--- src/rtl/exec_stage_if.sv ---
// Execute-stage bus: upstream issue handshake, register-file writeback
// and in-flight MUL hazard information.
interface exec_stage_if #(
  parameter int WIDTH = 32,
  parameter int AW    = 3
);
  logic             in_valid;
  logic             in_ready;
  logic [2:0]       op;
  logic [AW-1:0]    rc_in;
  logic [WIDTH-1:0] opa;
  logic [WIDTH-1:0] opb;
  logic             wb_en;
  logic [AW-1:0]    wb_rc;
  logic [WIDTH-1:0] wb_data;
  logic             pend_valid;
  logic [AW-1:0]    pend_rc;

  // Upstream issue logic / register file side
  modport master (
    output in_valid, op, rc_in, opa, opb,
    input  in_ready, wb_en, wb_rc, wb_data, pend_valid, pend_rc
  );

  // Execute stage side
  modport slave (
    input  in_valid, op, rc_in, opa, opb,
    output in_ready, wb_en, wb_rc, wb_data, pend_valid, pend_rc
  );
endinterface

--- src/rtl/exec_stage.sv ---
// Execute stage: single-cycle ALU ops plus an iterative shift-add MUL
// that stalls upstream for WIDTH cycles; result goes out as a one-cycle
// registered writeback pulse.
module exec_stage #(
  parameter int WIDTH = 32,
  parameter int AW    = 3,
  parameter int SHW   = 5
) (
  input  logic         clk,
  input  logic         rst,
  exec_stage_if.slave  bus
);

  typedef enum logic {S_IDLE, S_MUL} state_t;
  typedef enum logic [2:0] {
    OP_ADD = 3'd0, OP_SUB = 3'd1, OP_AND = 3'd2, OP_OR  = 3'd3,
    OP_XOR = 3'd4, OP_SHL = 3'd5, OP_SHR = 3'd6, OP_MUL = 3'd7
  } op_t;

  state_t           r_state, w_state_next;
  logic [SHW-1:0]   r_cnt;
  logic [WIDTH-1:0] r_acc, r_mcand, r_mplier;
  logic             r_wb_en;
  logic [AW-1:0]    r_wb_rc;
  logic [WIDTH-1:0] r_wb_data;
  logic             r_pend_valid;
  logic [AW-1:0]    r_pend_rc;

  logic             w_in_ready;
  logic             w_accept;
  logic             w_is_mul;
  logic             w_mul_last;
  logic [WIDTH-1:0] w_alu_res;
  logic [WIDTH-1:0] w_acc_next;

  assign w_accept   = bus.in_valid && w_in_ready;
  assign w_is_mul   = (op_t'(bus.op) == OP_MUL);
  assign w_mul_last = (r_state == S_MUL) && (r_cnt == SHW'(WIDTH - 1));
  assign w_acc_next = r_acc + (r_mplier[0] ? r_mcand : '0);

  // State register
  always_ff @(posedge clk or posedge rst) begin
    if (rst) r_state <= S_IDLE;
    else     r_state <= w_state_next;
  end

  // Next-state: enter MUL on an accepted MUL, leave after the last iteration
  always_comb begin
    w_state_next = r_state;
    unique case (r_state)
      S_IDLE: if (w_accept && w_is_mul) w_state_next = S_MUL;
      S_MUL:  if (w_mul_last)           w_state_next = S_IDLE;
      default:                          w_state_next = S_IDLE;
    endcase
  end

  // Output decode: ready depends on state only
  always_comb begin
    w_in_ready = (r_state == S_IDLE);
  end

  // Single-cycle ALU result
  always_comb begin
    w_alu_res = '0;
    unique case (op_t'(bus.op))
      OP_ADD: w_alu_res = bus.opa + bus.opb;
      OP_SUB: w_alu_res = bus.opa - bus.opb;
      OP_AND: w_alu_res = bus.opa & bus.opb;
      OP_OR:  w_alu_res = bus.opa | bus.opb;
      OP_XOR: w_alu_res = bus.opa ^ bus.opb;
      OP_SHL: w_alu_res = bus.opa << bus.opb[SHW-1:0];
      OP_SHR: w_alu_res = bus.opa >> bus.opb[SHW-1:0];
      OP_MUL: w_alu_res = '0;
      default: w_alu_res = '0;
    endcase
  end

  // Datapath: operand capture, shift-add iteration and writeback pulse
  always_ff @(posedge clk or posedge rst) begin
    if (rst) begin
      r_cnt        <= '0;
      r_acc        <= '0;
      r_mcand      <= '0;
      r_mplier     <= '0;
      r_wb_en      <= 1'b0;
      r_wb_rc      <= '0;
      r_wb_data    <= '0;
      r_pend_valid <= 1'b0;
      r_pend_rc    <= '0;
    end else begin
      r_wb_en <= 1'b0;
      if (w_accept) begin
        if (w_is_mul) begin
          r_cnt        <= '0;
          r_acc        <= '0;
          r_mcand      <= bus.opa;
          r_mplier     <= bus.opb;
          r_pend_valid <= 1'b1;
          r_pend_rc    <= bus.rc_in;
        end else begin
          r_wb_en   <= 1'b1;
          r_wb_rc   <= bus.rc_in;
          r_wb_data <= w_alu_res;
        end
      end else if (r_state == S_MUL) begin
        r_acc    <= w_acc_next;
        r_mcand  <= r_mcand << 1;
        r_mplier <= r_mplier >> 1;
        r_cnt    <= r_cnt + SHW'(1);
        // The final iteration's sum bypasses r_acc straight to writeback
        if (w_mul_last) begin
          r_wb_en      <= 1'b1;
          r_wb_rc      <= r_pend_rc;
          r_wb_data    <= w_acc_next;
          r_pend_valid <= 1'b0;
        end
      end
    end
  end

  assign bus.in_ready   = w_in_ready;
  assign bus.wb_en      = r_wb_en;
  assign bus.wb_rc      = r_wb_rc;
  assign bus.wb_data    = r_wb_data;
  assign bus.pend_valid = r_pend_valid;
  assign bus.pend_rc    = r_pend_rc;

endmodule
--- src/flat_wrapper.sv ---
// flat-port wrapper written by rule: the top's interface ports become plain ports
module exec_stage_flat 
#(
  parameter int WIDTH = 32,
  parameter int AW    = 3,
  parameter int SHW   = 5
)
  (clk, rst, bus_in_valid, bus_op, bus_rc_in, bus_opa, bus_opb, bus_in_ready, bus_wb_en, bus_wb_rc, bus_wb_data, bus_pend_valid, bus_pend_rc);
  exec_stage_if #(.WIDTH(WIDTH), .AW(AW)) bus_i ();
  input  logic clk;
  input  logic rst;
  input wire logic [$bits(bus_i.in_valid)-1:0] bus_in_valid;
  input wire logic [$bits(bus_i.op)-1:0] bus_op;
  input wire logic [$bits(bus_i.rc_in)-1:0] bus_rc_in;
  input wire logic [$bits(bus_i.opa)-1:0] bus_opa;
  input wire logic [$bits(bus_i.opb)-1:0] bus_opb;
  output wire logic [$bits(bus_i.in_ready)-1:0] bus_in_ready;
  output wire logic [$bits(bus_i.wb_en)-1:0] bus_wb_en;
  output wire logic [$bits(bus_i.wb_rc)-1:0] bus_wb_rc;
  output wire logic [$bits(bus_i.wb_data)-1:0] bus_wb_data;
  output wire logic [$bits(bus_i.pend_valid)-1:0] bus_pend_valid;
  output wire logic [$bits(bus_i.pend_rc)-1:0] bus_pend_rc;
  assign bus_i.in_valid = bus_in_valid;
  assign bus_i.op = bus_op;
  assign bus_i.rc_in = bus_rc_in;
  assign bus_i.opa = bus_opa;
  assign bus_i.opb = bus_opb;
  assign bus_in_ready = bus_i.in_ready;
  assign bus_wb_en = bus_i.wb_en;
  assign bus_wb_rc = bus_i.wb_rc;
  assign bus_wb_data = bus_i.wb_data;
  assign bus_pend_valid = bus_i.pend_valid;
  assign bus_pend_rc = bus_i.pend_rc;
  exec_stage #(.WIDTH(WIDTH), .AW(AW), .SHW(SHW)) u_core (.clk(clk), .rst(rst), .bus(bus_i));
endmodule
--- config.mk ---
export PLATFORM = sky130hd
export DESIGN_NAME = exec_stage_flat
export DESIGN_NICKNAME = d
export VERILOG_FILES = /design/src/rtl/exec_stage_if.sv /design/src/rtl/exec_stage.sv /design/src/flat_wrapper.sv
export SDC_FILE = /design/constraint.sdc
export NUM_CORES = 1
export LEC_CHECK = 0
export ABC_AREA = 0
export CORE_MARGIN = 1.5
export CORE_UTILIZATION = 30
export CTS_CLUSTER_SIZE = 24
export DETAILED_ROUTE_END_ITERATION = 16
export GPL_TIMING_DRIVEN = 1
export HOLD_SLACK_MARGIN = 0.12
export PLACE_DENSITY = 0.51
export SYNTH_ARGS = -nofsm -noshare
export SYNTH_HDL_FRONTEND = slang
export SYNTH_SLANG_ARGS = --single-unit
--- constraint.sdc ---
create_clock -name clk -period 6.2 [get_ports clk]
set_input_delay 1.24 -clock clk [delete_from_list [all_inputs] [get_ports clk]]
set_output_delay 1.24 -clock clk [all_outputs]
set_load 0.01 [all_outputs]
=== Yosys cells after proc, flatten, opt, wreduce, memory -nomap -nowiden ===
Index checks and enable logic that the tools add are counted.

* Flip-flop bits (word level): 142
* Bits in latches: 0
* Bits in writable memories: 0
* Memory bits (read-only): 0
* Bits of input ports: 73
* Output and inout port bits: 41
* Word-level logic and storage cells: 73
* Memories: 0

* $add $sub $neg: 4
* Multipliers: 0
* Div/mod/pow operators: 0
* Order comparisons: 0
* Eq/ne operators: 10
* Shifts and indexed selects: 2
* Muxes and demuxes: 33
* Bitwise logic cells: 4
* Reduce and logical (&&, ||, !) cells: 10

{| class="wikitable"
|+ Operators by type and width
! kind !! number
|-
| 32-bit 2-to-1 mux || 14
|-
| 32-bit one-hot mux with 7 select lines || 1
|-
| 32-bit adder || 2
|-
| 32-bit AND || 1
|-
| 32-bit bitwise OR || 1
|-
| 32-bit by 5-bit << shifter with 32-bit output || 1
|-
| 32-bit by 5-bit right shift with 32-bit output || 1
|-
| 32-bit subtractor || 1
|-
| 32-bit bitwise XOR || 1
|-
| 5-bit 2-to-1 mux || 3
|-
| 3-bit == test (second input constant) || 4
|-
| 3-bit 2-to-1 mux || 4
|-
| 1-bit 2-to-1 mux || 10
|-
| 3-bit by 2-bit == test with 1-bit output (second input constant) || 2
|-
| 3-bit AND reduction || 2
|-
| 5-bit by 1-bit adder with 5-bit output (second input constant) || 1
|-
| 5-bit == test (second input constant) || 1
|-
| 2-bit != test (second input constant) || 2
|-
| 2-bit AND reduction || 2
|-
| 2-bit nonzero test || 2
|-
| 3-bit by 1-bit == test with 1-bit output (second input constant) || 1
|-
| 1-bit logical AND || 3
|-
| 3-bit logical NOT || 1
|-
| 1-bit one-hot mux with 2 select lines || 1
|-
| 1-bit inverter || 1
|}

=== Depth between registers and ports, before layout ===
* Depth in word-level cells: 5
* Gate-level depth with buffers: 23
* Gate-level depth less buffers: 19

=== Worst setup path before layout ===
Ideal clock, no wire load.

* Kind: input -> register
* Start point: input bus_opb[0]
* End point: register u_core.r_wb_data[31] (netlist: u_core.bus.wb_data[31])
* Setup time: 124 ps
* Data arrival time: 4794 ps
* Required time: 6076 ps
* Slack: 1282 ps
* Cell stages on the path: 23
* Path buffers: 5
* Cells stage by stage: buf_4 -> buf_6 -> buf_4 -> buf_2 -> inv_1 -> ha_1 -> nand3_1 -> nor2b_1 -> and3_1 -> and2_1 -> nor2b_1 -> nor2_1 -> xnor2_1 -> ha_1 -> clkbuf_1 -> or3_1 -> o21ai_0 -> a21oi_1 -> a21oi_1 -> o31ai_4 -> a31oi_1 -> xnor2_1 -> o2bb2ai_1

* Longest elaborated chain between the ends: 4
* Elaborated cells between the ends (all ways): 7
* Those cells by class: add/sub (2); shift (2); mux (3)

{| class="wikitable"
|+ RTL lines
! item !! line !! text
|-
| start: declaration || flat_wrapper.sv:16 || <nowiki>input wire logic [$bits(bus_i.opb)-1:0] bus_opb;</nowiki>
|-
| 32-bit subtractor (tied with other cells) || exec_stage.sv:67 || <nowiki>OP_SUB: w_alu_res = bus.opa - bus.opb;</nowiki>
|-
| 32-bit one-hot mux with 7 select lines (*) || exec_stage.sv:65 || <nowiki>unique case (op_t'(bus.op))</nowiki>
|-
| 32-bit 2-to-1 mux (*) || exec_stage.sv:93 || <nowiki>if (w_is_mul) begin</nowiki>
|-
| 32-bit 2-to-1 mux (*) || exec_stage.sv:92 || <nowiki>if (w_accept) begin</nowiki>
|-
| end signal: assignment || exec_stage.sv:103 || <nowiki>r_wb_data <= w_alu_res;</nowiki>
|-
| end signal: assignment || exec_stage.sv:114 || <nowiki>r_wb_data <= w_acc_next;</nowiki>
|-
| end: declaration || exec_stage.sv:25 || <nowiki>logic [WIDTH-1:0] r_wb_data;</nowiki>
|}

Mark *: on every way between the ends. The rest lies on a longest branch, timed or not. The select of a mux whose other input is x is not followed.
A chain may end at the register's enable or synchronous reset.

=== Final worst setup path ===
* Start point: input bus_opb[5]
* End point: register u_core.r_wb_data[30] (netlist: u_core.bus.wb_data[30])

* Longest elaborated chain between the ends: 4
* Elaborated cells between the ends (all ways): 5
* Those cells by class: add/sub (2); mux (3)

{| class="wikitable"
|+ RTL lines
! item !! line
|-
| 32-bit subtractor or 32-bit adder (tied branches) || exec_stage.sv:67, exec_stage.sv:66
|-
| 32-bit one-hot mux with 7 select lines (*) || exec_stage.sv:65
|-
| 32-bit 2-to-1 mux (*) || exec_stage.sv:93
|-
| 32-bit 2-to-1 mux (*) || exec_stage.sv:92
|}

Marks and branches as above.

==> results.yml <==
worst_setup_path:
  worst_path_dominant_cell_family: "simple AND/OR/NAND/NOR gates"
  critical-path-max-stage-delay_ns: 0.53
  critPathBufInv: 2
  arrival_ns: 5.52
  crit_path_frequent_cell: "nor2b_1"
  cp-end-kind: "register"
  critPathKind: "primary input to register"
  crit_fanout: 6
  required_ns: 6.57
  critPathLaunchType: "primary input"
  path_cells: "clkdlybuf4s50_1, or3_1, nor3_1, nor2b_1, and3_1, and2_1, nor2b_1, a31oi_1, xnor2_1, ha_1, inv_1, o21bai_1, a21oi_1, o311ai_0, a221oi_1, o21ai_1, o221a_2"
  crit_slowest_cell: "clkdlybuf4s50_1"
placed_design:
  portBuffers: 113
  hpwl_microns: 45300
  dpl.cell_count: 2546
  place.gp.congestion: 0.972
power:
  power_density_nw_per_um2: 318
  fin_total_pwr_w: 0.00557
  irDropWorstVdd_uv: 143
  power.leakage_nw: 7.39
detailed_routing:
  drc: 0
  wl_per_cell_microns: 23.2
  dr.pass1.iters: 7
  via_per_inst: 5.62
  wirelength_microns: 59700
  first_iter_violations: 1096
  ant_nets: 0
  vias: 14500
floorplan:
  ios: 114
  die-area_sq_um: 51500
  die_y_microns: 227
  start_util: 0.306
  die_w_microns: 227
  row_count: 81
  core_area_sq_um: 49200
global_routing:
  antenna_found_initial: 1
  grt_pass1_wl_microns: 89800
  grt_max_degree: 134
  overflow: 0
  grt_pass1_vias: 14100
  grt_usage: 0.236
sta:
  finalCriticalPeriod_ns: 5.15
  setup_tns_ns: 0
  period_share: 0.831
  max_freq_mhz: 194
  finalMaxSlewViolations: 0
  setup_viol: 0
  hold_viol: 0
  tightest_slew_ns: 1.26
  rsz0062_at_grt: "no"
  slew_headroom: 0.157
  finClkSkew_ns: 0.0121
cts:
  clk_pin_slew_ns: 0.07
  cts_tree: "done"
  cts_buffers: 17
  hold_buffers: 0
  cts_sinks: 142
  insertion_delay_ns: 0.49
  clock-root-buffer: "clkbuf_16"
  cts.repair.resized: 0
  htreeDepth: 4
  cts_buffer_depth: 2
  post_cts_buffers: 0
yosys:
  synth_area_leaders: "dfrtp_1, ha_1, mux4_2, mux2i_1, o21ai_0"
  ys_warn_count: 0
  ys_ff_latch: 142
  synth.avg_cell_area_sq_um: 8.13
  synth_top_area_frac: 0.236
  syn-cell-area_sq_um: 15000
  ys.flop_type: "dfrtp_1"
  syn_nets: 2053
  postSynthCellCount: 1848
  yosys.area.top_type: "dfrtp_1"
  ys_types: 86
  seq_area_frac_synth: 0.236
  synthArstFlopShare: 1.00
  synth_edf_count: 0
cells_and_area:
  fillCellCount: 5205
  final_net_count: 2106
  mostFrequentLayoutCells: "nand2_1, o21ai_0, nor2_1"
  post-route-util: 0.356
  diodes: 0
  layout_commonest_cell: "nand2_1"
  layout-drive-gt1-share: 0.0878
  synthToLayoutAreaGrowth_pct: 16.4
  instances_no_fill: 2578
outcome:
  status: "complete, no violations"
worst_hold_path:
  hp-class: "register to register"
run:
  cap_viol_max_count: 0
==> worst register-to-register path, delay by kind of cell, from the launching register on <==
kind / cells / cell delay (ns)
xor+xnor: 1 / 0.25
compound gates: 9 / 1.91
flops: 1 / 0.70
fa+ha+maj: 2 / 0.67
simple gates: 1 / 0.31
==> worst paths after layout <==
kind | startpoint | end | slack, ns | cells past startpoint
max | bus_opb[5] | u_core.bus.wb_data[30] | 1.05 | 17
min | u_core.r_mplier[3] | u_core.r_mplier[3] | 0.48 | 2
max reg2reg | u_core.r_mplier[0] | u_core.bus.wb_data[28] | 2.20 | 13
min reg2reg | u_core.r_mplier[3] | u_core.r_mplier[3] | 0.48 | 2
max in group asynchronous | rst | u_core.r_cnt[3] | 3.91 | 3
min in group asynchronous | rst | u_core.r_mplier[27] | 1.23 | 2
==> synth_stat cells (7+ instances only) <==
library cell and n:
nor2_1 170, a221oi_1 17, o21ai_1 11, and3_1 16, o221ai_1 9, inv_1 79, clkbuf_1 82, nand2b_1 8
mux2i_1 100, a21o_1 26, xor2_1 23, buf_1 18, o211ai_1 9, nand4_1 12, a221o_1 10, buf_2 13
xnor2_1 63, ha_1 130, nor3_1 18, o21ai_0 192, a31oi_1 23, a22oi_1 9, nand2_1 244, nor2b_1 14
or3_1 10, o21bai_1 11, a211o_1 7, nand3_1 22, mux4_2 51, dfrtp_1 142, and2_1 38, o22ai_1 16
a211oi_1 21, a21oi_1 128
==> kinds of logic after synthesis <==
family,synth area share
flops,0.236
fa+ha+maj,0.111
compound gates,0.236
mux,0.146
buf+inv,0.0533
xor+xnor,0.0501
simple gates,0.167
==> report_power, final <==
group | switching, W | leakage (nW) | internal, W
Clock | 0.000479 | 0.324 | 0.000732
Sequential | 0.000290 | 1.76 | 0.00134
Combinational | 0.00156 | 5.30 | 0.00117
Total | 0.00233 | 7.39 | 0.00324
==> area by class of cell <==
| cell class | count | area [sq um] | area share |
|---|---|---|---|
| Multi-Input combinational cell | 1504 | 10700 | 0.612 |
| Sequential cell | 142 | 3550 | 0.203 |
| Timing Repair Buffer | 153 | 1420 | 0.0811 |
| Tap cell | 664 | 831 | 0.0475 |
| Clock buffer | 18 | 439 | 0.0251 |
| Inverter | 83 | 317 | 0.0181 |
| Clock inverter | 14 | 230 | 0.0132 |
==> sequential cells by signal, summed over array words and instances (netlist names) <==
| register | cells |
|---|---|
| u_core.r_mplier | 32 |
| u_core.bus.wb_en | 1 |
| u_core.r_state | 1 |
| u_core.r_acc | 32 |
| u_core.bus.pend_valid | 1 |
| u_core.bus.pend_rc | 3 |
| u_core.bus.wb_data | 32 |
| u_core.r_mcand | 32 |
| u_core.bus.wb_rc | 3 |
| u_core.r_cnt | 5 |
==> through the flow <==
stage	setup slack, ns	hold WS, ns	area (sq um)
floorplan	1.15	0.449	15000
global placement	0.670	0.463	16800
detailed placement	0.591	0.469	16800
CTS	1.11	0.485	17500
global route	0.769	0.505	17500
finish	1.05	0.479	17500
==> layer usage <==
layer  routed length (microns)  GRT usage
met1                     27600      0.328
met2                     27000      0.368
met3                      3310     0.0359
met4                      1820     0.0843
met5                         0          0
Power figures use the tool's default switching activity.
